===== src/rtl/panel_write_arbiter.sv =====
// Two-requester arbiter for the shared ledpanel control write bus.
// Burst-locked round-robin grants, released on last, beat limit or stall timeout.
module panel_write_arbiter #(
    parameter int EN_W          = 6,
    parameter int WR_W          = 4,
    parameter int ADDR_W        = 16,
    parameter int DATA_W        = 24,
    parameter int MAX_BURST     = 256,
    parameter int STALL_TIMEOUT = 1024
) (
    input  logic              clock,
    input  logic              reset,
    input  logic              a_valid,
    output logic              a_ready,
    input  logic              a_last,
    input  logic [EN_W-1:0]   a_en,
    input  logic [WR_W-1:0]   a_wr,
    input  logic [ADDR_W-1:0] a_addr,
    input  logic [DATA_W-1:0] a_wdat,
    input  logic              b_valid,
    output logic              b_ready,
    input  logic              b_last,
    input  logic [EN_W-1:0]   b_en,
    input  logic [WR_W-1:0]   b_wr,
    input  logic [ADDR_W-1:0] b_addr,
    input  logic [DATA_W-1:0] b_wdat,
    output logic [EN_W-1:0]   ctrl_en,
    output logic [WR_W-1:0]   ctrl_wr,
    output logic [ADDR_W-1:0] ctrl_addr,
    output logic [DATA_W-1:0] ctrl_wdat,
    output logic [1:0]        grant,
    output logic              timeout_pulse
);

    localparam int BEAT_W  = $clog2(MAX_BURST + 1);
    localparam int STALL_W = $clog2(STALL_TIMEOUT + 1);

    // State encoding doubles as the one-hot grant vector.
    localparam logic [1:0] IDLE    = 2'b00;
    localparam logic [1:0] GRANT_A = 2'b01;
    localparam logic [1:0] GRANT_B = 2'b10;

    localparam logic [BEAT_W-1:0]  BEAT_LAST  = BEAT_W'(MAX_BURST - 1);
    localparam logic [STALL_W-1:0] STALL_LAST = STALL_W'(STALL_TIMEOUT - 1);

    logic [1:0]         state_r, state_s;
    logic               prio_b_r, prio_b_s;
    logic [BEAT_W-1:0]  beat_cnt_r, beat_cnt_s;
    logic [STALL_W-1:0] stall_cnt_r, stall_cnt_s;
    logic               timeout_s;
    logic               load_s;
    logic               release_s;
    logic               cur_valid_s;
    logic               cur_last_s;
    logic [EN_W-1:0]    sel_en_s;
    logic [WR_W-1:0]    sel_wr_s;
    logic [ADDR_W-1:0]  sel_addr_s;
    logic [DATA_W-1:0]  sel_wdat_s;

    assign a_ready = (state_r == GRANT_A);
    assign b_ready = (state_r == GRANT_B);
    assign grant   = state_r;

    // Route the current owner's handshake and beat fields
    always_comb begin
        if (state_r == GRANT_B) begin
            cur_valid_s = b_valid;
            cur_last_s  = b_last;
            sel_en_s    = b_en;
            sel_wr_s    = b_wr;
            sel_addr_s  = b_addr;
            sel_wdat_s  = b_wdat;
        end else begin
            cur_valid_s = a_valid;
            cur_last_s  = a_last;
            sel_en_s    = a_en;
            sel_wr_s    = a_wr;
            sel_addr_s  = a_addr;
            sel_wdat_s  = a_wdat;
        end
    end

    // Arbitration, burst accounting and release decisions
    always_comb begin
        state_s     = state_r;
        prio_b_s    = prio_b_r;
        beat_cnt_s  = beat_cnt_r;
        stall_cnt_s = stall_cnt_r;
        timeout_s   = 1'b0;
        load_s      = 1'b0;
        release_s   = 1'b0;
        case (state_r)
            IDLE: begin
                if (a_valid && b_valid) begin
                    state_s = prio_b_r ? GRANT_B : GRANT_A;
                end else if (a_valid) begin
                    state_s = GRANT_A;
                end else if (b_valid) begin
                    state_s = GRANT_B;
                end else begin
                    state_s = IDLE;
                end
            end
            GRANT_A, GRANT_B: begin
                if (cur_valid_s) begin
                    load_s      = 1'b1;
                    stall_cnt_s = {STALL_W{1'b0}};
                    if (cur_last_s || (beat_cnt_r == BEAT_LAST)) begin
                        release_s = 1'b1;
                    end else begin
                        beat_cnt_s = beat_cnt_r + BEAT_W'(1'b1);
                    end
                end else begin
                    // A beat in the final stall cycle wins, so the pulse only fires beatless.
                    if (stall_cnt_r == STALL_LAST) begin
                        release_s = 1'b1;
                        timeout_s = 1'b1;
                    end else begin
                        stall_cnt_s = stall_cnt_r + STALL_W'(1'b1);
                    end
                end
                if (release_s) begin
                    state_s     = IDLE;
                    prio_b_s    = (state_r == GRANT_A);
                    beat_cnt_s  = {BEAT_W{1'b0}};
                    stall_cnt_s = {STALL_W{1'b0}};
                end else begin
                    state_s = state_r;
                end
            end
            default: begin
                state_s     = IDLE;
                beat_cnt_s  = {BEAT_W{1'b0}};
                stall_cnt_s = {STALL_W{1'b0}};
            end
        endcase
    end

    // Registered arbiter state and panel control bus
    always_ff @(posedge clock) begin
        if (reset) begin
            state_r       <= IDLE;
            prio_b_r      <= 1'b0;
            beat_cnt_r    <= {BEAT_W{1'b0}};
            stall_cnt_r   <= {STALL_W{1'b0}};
            timeout_pulse <= 1'b0;
            ctrl_en       <= {EN_W{1'b0}};
            ctrl_wr       <= {WR_W{1'b0}};
            ctrl_addr     <= {ADDR_W{1'b0}};
            ctrl_wdat     <= {DATA_W{1'b0}};
        end else begin
            state_r       <= state_s;
            prio_b_r      <= prio_b_s;
            beat_cnt_r    <= beat_cnt_s;
            stall_cnt_r   <= stall_cnt_s;
            timeout_pulse <= timeout_s;
            if (load_s) begin
                ctrl_en   <= sel_en_s;
                ctrl_wr   <= sel_wr_s;
                ctrl_addr <= sel_addr_s;
                ctrl_wdat <= sel_wdat_s;
            end else begin
                // Strobe is one cycle wide; the rest of the bus holds its last beat.
                ctrl_en <= {EN_W{1'b0}};
            end
        end
    end

endmodule

===== config.mk =====
export PLATFORM = sky130hd
export DESIGN_NAME = panel_write_arbiter
export DESIGN_NICKNAME = d
export VERILOG_FILES = /design/src/rtl/panel_write_arbiter.sv
export SDC_FILE = /design/constraint.sdc
export NUM_CORES = 1
export LEC_CHECK = 0
export CORE_MARGIN = 3
export CORE_UTILIZATION = 30
export DETAILED_ROUTE_END_ITERATION = 8
export GPL_TIMING_DRIVEN = 1
export HOLD_SLACK_MARGIN = 0.03
export SLEW_MARGIN = 25
export SYNTH_ARGS = -nofsm -noshare
export SYNTH_HDL_FRONTEND = slang
export SYNTH_SLANG_ARGS = --single-unit

===== constraint.sdc =====
create_clock -name clock -period 2.64 [get_ports clock]
set_input_delay 0.528 -clock clock [delete_from_list [all_inputs] [get_ports clock]]
set_output_delay 0.528 -clock clock [all_outputs]
set_load 0.01 [all_outputs]

==> results.yml <==
status:
  run_status: "finished, final reports clean"
die:
  ioPinCount: 161
  dieArea_mm2: 0.0124
  core_area_mm2: 0.0106
  fp.dieH_um: 111
  std_cell_rows: 37
  dieWidth_um: 111
  initial_core_util: 0.315
cells_and_area:
  fin_area_mm2: 0.00523
  design.final.nets: 625
  count_of_fill_cells_added_during_filler_insertion: 1044
  n_antenna_cell: 0
  areaGrowthSynthToFinish_pct: 57.6
  post_route_cells_drive_above_1_share: 0.0485
global_route:
  grt_antenna_before_repair: 0
  grt_use_total: 0.161
  grt.met3_usage: 0.0475
  grt.overflow.total: 0
  grt_pass1_wl_mm: 16.2
  vias_in_the_first_global_route: 3006
  groute.layer.met2.usage: 0.255
  globalRouteMet1Util: 0.210
  grt_max_degree: 53
  grt_most_used_layer: "met2"
sta:
  tightestPinTransition_ns: 0.623
  fmax_ghz: 0.435
  fin_crit_sh: 0.871
  post_route_minimum_period_ns: 2.30
  report.final.setup_viol: 0
  count_of_pins_over_their_slew_limit: 0
  grt_setup_unrepaired: "false"
  report.final.hold_viol_count: 0
  finClkSkew_ns: 0.0102
  final.setup.tns_ns: 0
  worst_slew_margin_rel: 0.584
setup_path:
  worstSetupStartpoint: "beat_cnt_r[0]$_SDFFE_PP0P_"
  critical_path.endpoint_type: "flop"
  reg2reg_from: "beat_cnt_r[0]$_SDFFE_PP0P_"
  worst-setup-path-type: "flop to flop"
  crit-reg2reg-capture: "beat_cnt_r[6]$_SDFFE_PP0P_"
  critical_path_required_ns: 2.91
  worst-r2r-setup-slack_ns: 0.34
  rr_worst_depth: 9
  crit_path_start_kind: "flop"
  critical_path.max_fanout: 7
  crit_end: "beat_cnt_r[6]$_SDFFE_PP0P_"
  worst_ep_arrival_time_ns: 2.57
power:
  ir_drop_mv: 0.198
  leakagePower_nw: 1.79
  pwr_density_cell_mw_per_mm2: 515
synthesis:
  number_of_warnings_issued_by_yosys: 0
  syn-instance-count: 358
  yosys_register_bits: 74
  ys_top_cells_by_area: "sky130_fd_sc_hd__dfxtp_1 (45%), sky130_fd_sc_hd__mux2i_1 (16%), sky130_fd_sc_hd__a211oi_1 (9.9%), sky130_fd_sc_hd__nor2_1 (7.7%), sky130_fd_sc_hd__ha_1 (2.6%)"
  ys_top_cells_by_count: "sky130_fd_sc_hd__dfxtp_1 (74), sky130_fd_sc_hd__nor2_1 (68), sky130_fd_sc_hd__mux2i_1 (53), sky130_fd_sc_hd__a211oi_1 (44)"
  synth-edff-count: 0
  synth.most_common_cell: "sky130_fd_sc_hd__dfxtp_1"
  syn_area_per_cell_um2: 9.28
  synthesis.nets: 471
  share_of_the_synthesized_area_in_the_top_cell_type: 0.446
  synth_async_sr_flop_share: 0
  synth.largest_area_cell: "sky130_fd_sc_hd__dfxtp_1"
  unique_cell_type_count_in_the_yosys_netlist: 37
  sequential_element_share_of_the_synthesized_area: 0.446
  ys.flop_type: "sky130_fd_sc_hd__dfxtp_1"
  netlist_area_mm2: 0.00332
cts:
  post_cts.repair.setup_buffers: 0
  clk_pin_slew_ns: 0.08
  cts-buffers-inserted: 9
  ctsLongestPathBuffers: 2
  numClockSinks: 74
  cts_tree: "yes"
  clk-insertion-delay-late_ns: 0.34
  cts-htree-levels: 3
  ctsHoldBuffers: 0
  clock-root-buffer: "sky130_fd_sc_hd__clkbuf_8"
  ctsResizeCount: 0
route:
  drtIter0Drc: 105
  viasPerCell: 4.80
  drtAntennaViolNets: 0
  detail_route.first_pass.iterations: 5
  wl_mm: 10.2
  drc_errors: 0
  num_vias: 3125
  avgRoutedWirePerCell_um: 15.6
place:
  place.gp.congestion: 0.790
  hpwlAfterDp_mm: 7.81
  placed_area_mm2: 0.00507
  io_buffers: 160
worst_hold_path:
  hold_path_class: "flop to flop"
job:
  cap_violations: 0
==> state kept, by name (all words and copies together), names as in the netlist <==
| name | count |
|---|---|
| grant | 2 |
| ctrl_addr | 16 |
| prio_b_r | 1 |
| beat_cnt_r | 9 |
| ctrl_wr | 4 |
| ctrl_en | 6 |
| stall_cnt_r | 11 |
| timeout_pulse | 1 |
| ctrl_wdat | 24 |
==> layout make-up <==
| cell class | count | area [um^2] | area share |
|---|---|---|---|
| tap | 136 | 170 | 0.0325 |
| inverter | 8 | 30.0 | 0.00574 |
| sequential | 74 | 1480 | 0.283 |
| multi-input combinational | 254 | 1730 | 0.331 |
| timing repair buffer | 165 | 1660 | 0.317 |
| clock buffer | 11 | 141 | 0.0270 |
| clock inverter | 3 | 17.5 | 0.00335 |
==> report_power, final <==
group | switching, mW | leakage [nW] | internal [mW]
Clock | 0.394 | 0.0810 | 0.354
Sequential | 0.0429 | 0.602 | 1.20
Combinational | 0.307 | 1.11 | 0.399
Total | 0.744 | 1.79 | 1.95
==> per-stage QoR <==
stage	power [mW]	hold WS, ns	std cells	utilization	setup slack, ns
after floorplan	1.58	0.425	358	-	0.612
after global placement	1.97	0.440	637	0.481	0.264
after detailed placement	1.98	0.464	637	0.481	0.182
after CTS	2.74	0.480	651	0.496	0.326
after global routing	2.85	0.500	651	0.496	0.105
final	2.69	0.476	651	0.496	0.340
==> worst min path at each step <==
stage | startpoint | endpoint | slack, ns | cells past startpoint
5_1_grt | beat_cnt_r[8]$_SDFFE_PP0P_ | beat_cnt_r[8]$_SDFFE_PP0P_ | 0.50 | 2
2_1_floorplan | beat_cnt_r[8]$_SDFFE_PP0P_ | beat_cnt_r[8]$_SDFFE_PP0P_ | 0.43 | 2
3_5_place_dp | beat_cnt_r[8]$_SDFFE_PP0P_ | beat_cnt_r[8]$_SDFFE_PP0P_ | 0.46 | 2
6_report | beat_cnt_r[8]$_SDFFE_PP0P_ | beat_cnt_r[8]$_SDFFE_PP0P_ | 0.48 | 2
4_1_cts | beat_cnt_r[8]$_SDFFE_PP0P_ | beat_cnt_r[8]$_SDFFE_PP0P_ | 0.48 | 2
3_3_place_gp | beat_cnt_r[8]$_SDFFE_PP0P_ | beat_cnt_r[8]$_SDFFE_PP0P_ | 0.44 | 2
==> critical path, cell delays in order (launching register included) <==
cell                       delay [ns]
sky130_fd_sc_hd__dfxtp_1         0.34
sky130_fd_sc_hd__ha_1            0.22
sky130_fd_sc_hd__and3_1          0.21
sky130_fd_sc_hd__and3_1          0.21
sky130_fd_sc_hd__and3_1          0.18
sky130_fd_sc_hd__ha_1            0.18
sky130_fd_sc_hd__nand4b_2        0.29
sky130_fd_sc_hd__nor2_1          0.37
sky130_fd_sc_hd__nand2_1         0.10
sky130_fd_sc_hd__o21ai_0         0.14
==> metal layers <==
metal / wire, um / vias up
li1: - / 1584
met2: 4660 / 120
met1: 4670 / 1409
met3: 678 / 12
met4: 139 / 0
met5: 0 / -
==> cells in the final DEF (no fill, tap or decap), drive strengths merged, types with 2 or more instances in the layout <==
cell,instances
a211oi,44
nand3,8
o21ai,15
nand4,2
ha,7
dfxtp,74
a21oi,2
buf,6
nand3b,3
xnor2,5
mux2i,53
xor2,5
nand4b,2
nor2b,2
clkdlybuf4s50,159
clkinv,2
inv,8
clkbuf,11
nor2,68
nand2,13
nor3,3
and3,8
nand2b,2
==> kinds of logic (layout without fill, tap and decap cells) <==
family	count (synthesis)	after routing	synth area share
AO/OA/AOI/OAI	68	68	0.143
XOR/XNOR	10	10	0.0264
adder cells (fa/ha/maj)	7	7	0.0264
buffers and inverters	30	187	0.0381
flip-flops	74	74	0.446
multiplexers	54	54	0.163
AND/OR/NAND/NOR	115	115	0.157
Note: power is estimated with default switching activity, not from simulation.
